**config.mk**
```make
export PLATFORM = sky130hd
export DESIGN_NAME = dmem_dump_reader
export DESIGN_NICKNAME = d
export VERILOG_FILES = /design/src/rtl/dmem_dump_reader.sv
export SDC_FILE = /design/constraint.sdc
export NUM_CORES = 1
export LEC_CHECK = 0
export ABC_CLOCK_PERIOD_IN_PS = 1500
export CORE_UTILIZATION = 45
export CTS_CLUSTER_DIAMETER = 100
export DETAILED_ROUTE_END_ITERATION = 12
export GPL_TIMING_DRIVEN = 1
export PLACE_DENSITY = 0.8
export SYNTH_ARGS = -nofsm -noshare
export SYNTH_HDL_FRONTEND = slang
export SYNTH_SLANG_ARGS = --single-unit
```
**constraint.sdc**
```tcl
create_clock -name i_clk -period 1.5 [get_ports i_clk]
set_input_delay 0.225 -clock i_clk [delete_from_list [all_inputs] [get_ports i_clk]]
set_output_delay 0.225 -clock i_clk [all_outputs]
set_load 0.01 [all_outputs]
```
**src/rtl/dmem_dump_reader.sv**
```systemverilog
// Debug-side data memory dumper: walks the data RAM word by word after a halt
// and streams each word MSB-first as bytes over a valid/ready link to the UART TX.
module dmem_dump_reader #(
    parameter int NB_WIDTH = 32,
    parameter int NB_ADDR  = 9,
    parameter int NB_DATA  = 8,
    parameter int N_WORDS  = 128
) (
    input  logic                i_clk,
    input  logic                i_reset,
    input  logic                i_start,
    input  logic [NB_WIDTH-1:0] i_mem_data,
    input  logic                i_tx_ready,
    output logic [NB_ADDR-1:0]  o_mem_addr,
    output logic                o_mem_re,
    output logic [NB_DATA-1:0]  o_tx_data,
    output logic                o_tx_valid,
    output logic                o_busy,
    output logic                o_done
);

    localparam int NB_CNT = (N_WORDS > 1) ? $clog2(N_WORDS) : 1;
    localparam logic [NB_CNT-1:0] LAST_WORD = NB_CNT'(N_WORDS - 1);

    typedef enum logic [2:0] {
        IDLE,
        LATCH,
        SEND,
        NEXT,
        DONE
    } state_t;

    state_t              state, state_next;
    logic [NB_CNT-1:0]   word_cnt, word_cnt_next;
    logic [1:0]          byte_idx, byte_idx_next;
    logic [NB_WIDTH-1:0] shift_reg, shift_next;
    logic [NB_ADDR-1:0]  mem_addr, mem_addr_next;
    logic                mem_re, mem_re_next;
    logic [NB_DATA-1:0]  tx_data, tx_data_next;
    logic                tx_valid, tx_valid_next;
    logic                busy, busy_next;
    logic                done, done_next;

    // Every output comes straight from a register, so the RAM mux and TX see clean timing.
    always_ff @(posedge i_clk) begin
        if (i_reset) begin
            state     <= IDLE;
            word_cnt  <= '0;
            byte_idx  <= '0;
            shift_reg <= '0;
            mem_addr  <= '0;
            mem_re    <= 1'b0;
            tx_data   <= '0;
            tx_valid  <= 1'b0;
            busy      <= 1'b0;
            done      <= 1'b0;
        end else begin
            state     <= state_next;
            word_cnt  <= word_cnt_next;
            byte_idx  <= byte_idx_next;
            shift_reg <= shift_next;
            mem_addr  <= mem_addr_next;
            mem_re    <= mem_re_next;
            tx_data   <= tx_data_next;
            tx_valid  <= tx_valid_next;
            busy      <= busy_next;
            done      <= done_next;
        end
    end

    always_comb begin
        state_next    = state;
        word_cnt_next = word_cnt;
        byte_idx_next = byte_idx;
        shift_next    = shift_reg;
        mem_addr_next = mem_addr;
        mem_re_next   = mem_re;
        tx_data_next  = tx_data;
        tx_valid_next = tx_valid;
        busy_next     = busy;
        done_next     = 1'b0;

        case (state)
            IDLE: begin
                if (i_start) begin
                    state_next    = LATCH;
                    word_cnt_next = '0;
                    mem_addr_next = '0;
                    busy_next     = 1'b1;
                    mem_re_next   = 1'b1;
                end
            end
            LATCH: begin
                shift_next    = i_mem_data;
                byte_idx_next = '0;
                tx_valid_next = 1'b1;
                tx_data_next  = i_mem_data[NB_WIDTH-1 -: NB_DATA];
                state_next    = SEND;
            end
            SEND: begin
                // The top byte of shift_reg is always the one on the wire.
                if (tx_valid && i_tx_ready) begin
                    if (byte_idx == 2'd3) begin
                        tx_valid_next = 1'b0;
                        state_next    = NEXT;
                    end else begin
                        byte_idx_next = byte_idx + 2'd1;
                        shift_next    = shift_reg << NB_DATA;
                        tx_data_next  = shift_reg[NB_WIDTH-NB_DATA-1 -: NB_DATA];
                    end
                end
            end
            NEXT: begin
                if (word_cnt == LAST_WORD) begin
                    state_next = DONE;
                end else begin
                    word_cnt_next = word_cnt + NB_CNT'(1);
                    mem_addr_next = mem_addr + NB_ADDR'(4);
                    state_next    = LATCH;
                end
            end
            DONE: begin
                done_next   = 1'b1;
                busy_next   = 1'b0;
                mem_re_next = 1'b0;
                state_next  = IDLE;
            end
            default: state_next = IDLE;
        endcase
    end

    assign o_mem_addr = mem_addr;
    assign o_mem_re   = mem_re;
    assign o_tx_data  = tx_data;
    assign o_tx_valid = tx_valid;
    assign o_busy     = busy;
    assign o_done     = done;

endmodule

```
## Word-level counts from Yosys, hierarchy flattened

Index checks and enable logic that the tools add are counted.

| word-level totals | value |
|---|---|
| flip-flop bits (word level) | 56 |
| input bits | 36 |
| output and inout port bits | 21 |
| logic and storage cells | 59 |

| operators by class | value |
|---|---|
| $add $sub $neg | 3 |
| equal/unequal tests | 11 |
| mux-type cells | 26 |
| reductions and logical operators | 10 |

Operator list:

| cell | count |
|---|---|
| $mux 24 | 2 |
| $pmux 24 s2 | 1 |
| $mux 9 | 2 |
| $pmux 9 s2 | 1 |
| $mux 8 | 2 |
| $pmux 8 s2 | 1 |
| $mux 7 | 2 |
| $pmux 7 s2 | 1 |
| $mux 3 | 4 |
| $pmux 3 s4 | 1 |
| $reduce_and 3->1 | 4 |
| $ne 2x2->1 const B | 5 |
| $add 9x3->9 const B | 1 |
| $add 7x1->7 const B | 1 |
| $eq 7x7->1 const B | 1 |
| $eq 3x2->1 const B | 2 |
| $reduce_bool 2->1 | 3 |
| $mux 1 | 4 |
| $mux 2 | 2 |
| $pmux 1 s2 | 2 |
| $pmux 2 s2 | 1 |
| $eq 3x1->1 const B | 1 |
| $eq 3x3->1 const B | 1 |
| $logic_not 3->1 | 1 |
| 4 further kinds | 4 |

## Longest topological paths before layout

| logic depth | value |
|---|---|
| depth after elaboration | 4 |
| depth in mapped cells | 6 |
| mapped depth without buffers | 5 |

## Worst setup path after synthesis

No wires, ideal clock.

| timing path | value |
|---|---|
| kind | register to register |
| from | reg byte_idx[0] |
| to | reg tx_data[7], in the netlist o_tx_data[7] |
| setup time | 0.142 ns |
| arrival | 1.392 ns |
| data required time | 1.358 ns |
| path slack | -0.034 ns |
| cell stages (with the launch flop) | 7 |
| path buffers | 2 |
| clock period less this slack | 1.534 ns |
| path through | dfxtp_1 -> ha_1 -> nand4bb_1 -> o21ai_2 -> buf_2 -> buf_2 -> a311oi_1 |

| on the way | value |
|---|---|
| word-level cells in the longest chain between the ends | 3 |

RTL lines:

| element | RTL line | text |
|---|---|---|
| start: declaration | 35 | `logic [1:0] byte_idx, byte_idx_next;` |
| start signal: assignment | 60 | `byte_idx <= byte_idx_next;` |
| $eq 2x2->1 | 103 | `if (byte_idx == 2'd3) begin` |
| $ne 2x2->1 (no source line) | n/a |  |
| $reduce_and 3->1 (no source line) | n/a |  |
| end signal: assignment | 64 | `tx_data <= tx_data_next;` |
| end: declaration | 39 | `logic [NB_DATA-1:0] tx_data, tx_data_next;` |

Every way passes these cells.
A chain may end at the register's enable or synchronous reset.

## Worst setup path after layout

| timing path | value |
|---|---|
| from | reg byte_idx[1] |
| to | reg tx_data[1], in the netlist o_tx_data[1] |

Same word-level chain as after synthesis.

==> flow_metrics.env <==
export IMPL_cts_sinks=54
export IMPL_cts_buffers=5
export IMPL_vias=2384
export IMPL_rows=26
export IMPL_fin_crit_sh_pct=116.1
export IMPL_post_route_util_pct=72.77
export IMPL_status="finished with violations"
export IMPL_post_dp_cell_area_um2=3333
export IMPL_grt_pass1_wl_mm=10.56
export IMPL_yosys_area_top_type="dfxtp_1"
export IMPL_gr_total_overflow=0
export IMPL_max_freq_mhz=574.2
export IMPL_hold_violations=0
export IMPL_drv_slew=0
export IMPL_dp_hpwl_mm=4.103
export IMPL_initial_core_util_pct=47.75
export IMPL_syn_cell_area_um2=2501
export IMPL_min_period_ns=1.742
export IMPL_fin_ws_ns=-0.2415
export IMPL_clockBufferDepth=2
export IMPL_skew_ns=0.01634
export IMPL_largest_register_ffs=24
export IMPL_drc=0
export IMPL_first_pass_iters=6
export IMPL_synth_top_flop_cell="dfxtp_1"
export IMPL_r2r_start="byte_idx[1]$_SDFFE_PP0P_"
export IMPL_synth_cells_most_frequent="dfxtp_1 (54), a21oi_1 (34), a311oi_1 (24), mux2i_1 (24)"
export IMPL_crit_slowest_cell="dfxtp_2"
export IMPL_synth_cell_type_count=53
export IMPL_cellPowerDensity_nw_per_um2=871.1
export IMPL_ys_ff_latch=54
export IMPL_io_buffer_count=54
export IMPL_antenna_cells=0
export IMPL_die_w_um=76.55
export IMPL_cpLargestDelayFamily="compound AO/OA/AOI/OAI gates"
export IMPL_layout_nets=388
export IMPL_gp_congestion=0.7686
export IMPL_grt_pass1_vias=2267
export IMPL_first_iter_violations=131
export IMPL_grt_use_met1_pct=28.31
export IMPL_vias_per_cell=5.676
export IMPL_synthArstFlopShare_pct=0
export IMPL_path_cells="ha_4, nand4bb_4, o21ai_4, buf_6, buf_12, a21oi_4, a311oi_2"
export IMPL_final_antenna_net_count=0
export IMPL_synth_most_common_cell="dfxtp_1"
export IMPL_cts_root_buffer="clkbuf_8"
export IMPL_use_met3_pct=4.431
export IMPL_required_ns=1.71
export IMPL_slowest_delay_ns=0.35
export IMPL_critPathKind="reg -> reg"
export IMPL_fin_setup_tns_ns=-3.788
export IMPL_synth_edf_count=0
export IMPL_rsz0062_at_grt="true"
export IMPL_cp_max_fo=5
export IMPL_holdCritPathClass="reg -> reg"
export IMPL_final_cell_area_um2=3811
export IMPL_cts_tree="done"
export IMPL_end_kind="register"
export IMPL_totalWireLength_mm=7.055
export IMPL_netlist_top_cells_area="dfxtp_1 (43%), mux2i_1 (9.6%), a311oi_1 (8.4%)"
export IMPL_die_area_um2=5860
export IMPL_htreeDepth=2
export IMPL_wire_per_inst_um=16.80
export IMPL_finalNonFillerCells=420
export IMPL_cp_startpoint="byte_idx[1]$_SDFFE_PP0P_"
export IMPL_reg2reg_depth=7
export IMPL_power_leakage_nw=1.444
export IMPL_antenna_found_initial=0
export IMPL_grt_busiest_layer="met2"
export IMPL_path_clk_slew_ns=0.10
export IMPL_area_growth_pct=52.38
export IMPL_die_height_um=76.55
export IMPL_worstSkewPairLatency_ns=0.32
export IMPL_cp_depth=7
export IMPL_syn_avg_cell_area_um2=9.770
export IMPL_hold_depth=1
export IMPL_ys_seq_area_share_pct=43.22
export IMPL_min_delay_start="shift_reg[0]$_SDFFE_PP0P_"
export IMPL_placed_cells=396
export IMPL_grtUsageTotal_pct=22.80
export IMPL_path_buf_inv=2
export IMPL_arrival_ns=1.95
export IMPL_setup_viol=34
export IMPL_synth_top_cell_area_share_pct=43.22
export IMPL_violations="negative setup slack"
export IMPL_cap_violations=0
export IMPL_grtUsageMet2_pct=37.03
export IMPL_synthCells=256
export IMPL_ys_warn_count=0
export IMPL_grt_max_degree=50
export IMPL_ir_worst_vdd_uv=498.4
export IMPL_drive_above_1_share_pct=30.00
export IMPL_pin_count=57
export IMPL_cp_start_kind="register"
export IMPL_core_area_um2=5238
## final timing paths
check | endpoint | slack, ns
worst max-delay path | o_tx_data[1]$_SDFFE_PP0P_ | -0.24
worst min-delay path | shift_reg[0]$_SDFFE_PP0P_ | 0.49
worst max register to register | o_tx_data[1]$_SDFFE_PP0P_ | -0.24
worst min register to register | shift_reg[0]$_SDFFE_PP0P_ | 0.49
## power by group
| group | switching, W | total, W | internal, W |
|---|---|---|---|
| Combinational | 0.000361 | 0.000864 | 0.000503 |
| Sequential | 0.0000729 | 0.00160 | 0.00153 |
| Clock | 0.000477 | 0.000851 | 0.000374 |
## cell usage in the layout, fill, tap and decap left out, types with 3 or more instances in the layout
cell / n
and3_1: 4
nand3_1: 8
nand4_1: 4
clkbuf_8: 6
buf_6: 11
a311oi_1: 22
a211o_1: 3
nand2_1: 8
a21oi_1: 30
dlygate4sd2_1: 3
a22o_1: 9
o21ai_1: 3
dfxtp_1: 38
buf_16: 3
nor3_1: 6
dfxtp_2: 14
nor2_1: 7
clkdlybuf4s50_1: 50
buf_4: 37
mux2i_1: 23
## cell families (layout without fill, tap and decap cells)
logic type	Yosys count	count (layout)	share of synthesized area (%)
AO/OA/AOI/OAI	86	86	24.46
AND/OR/NAND/NOR	57	57	13.41
flip-flops	54	54	43.22
multiplexers	26	26	10.51
buffers and inverters	25	118	5.352
XOR/XNOR	4	4	1.401
adder cells (fa/ha/maj)	3	3	1.501
other	1	2	0.1499
## routing by layer
layer,up-vias,wire length (µm)
met1,1113,3093
met3,18,325
met4,0,195
met2,85,3441
li1,1168,-
met5,-,0
## what timing repair did
item,CTS,global route
hold buffers,0,0
pin swaps,26,13
cloned,4,1
buffers inserted,5,8
gates resized for setup,23,38
setup endpoints to repair,44,43
## area by class of cell
cell class                      count  area (µm²)
Clock buffer                        7       86.33
Tap cell                           70       87.58
Multi-Input combinational cell    178        1430
Timing Repair Buffer              108        1089
Clock inverter                      1       5.005
Inverter                            2       7.507
Fill cell                         373        1426
Sequential cell                    54        1106
## per-stage QoR
stage | hold WS [ns] | power, W | setup WS, ns
4_1_cts | 0.4886 | 0.003219 | -0.08136
6_report | 0.4880 | 0.003320 | -0.2415
3_3_place_gp | 0.4573 | 0.002274 | -0.2539
2_1_floorplan | 0.3579 | 0.001991 | -0.005191
3_5_place_dp | 0.4674 | 0.002289 | -0.3075
5_1_grt | 0.5257 | 0.003467 | -0.2477
No activity file was read; power rests on OpenSTA's default activity.
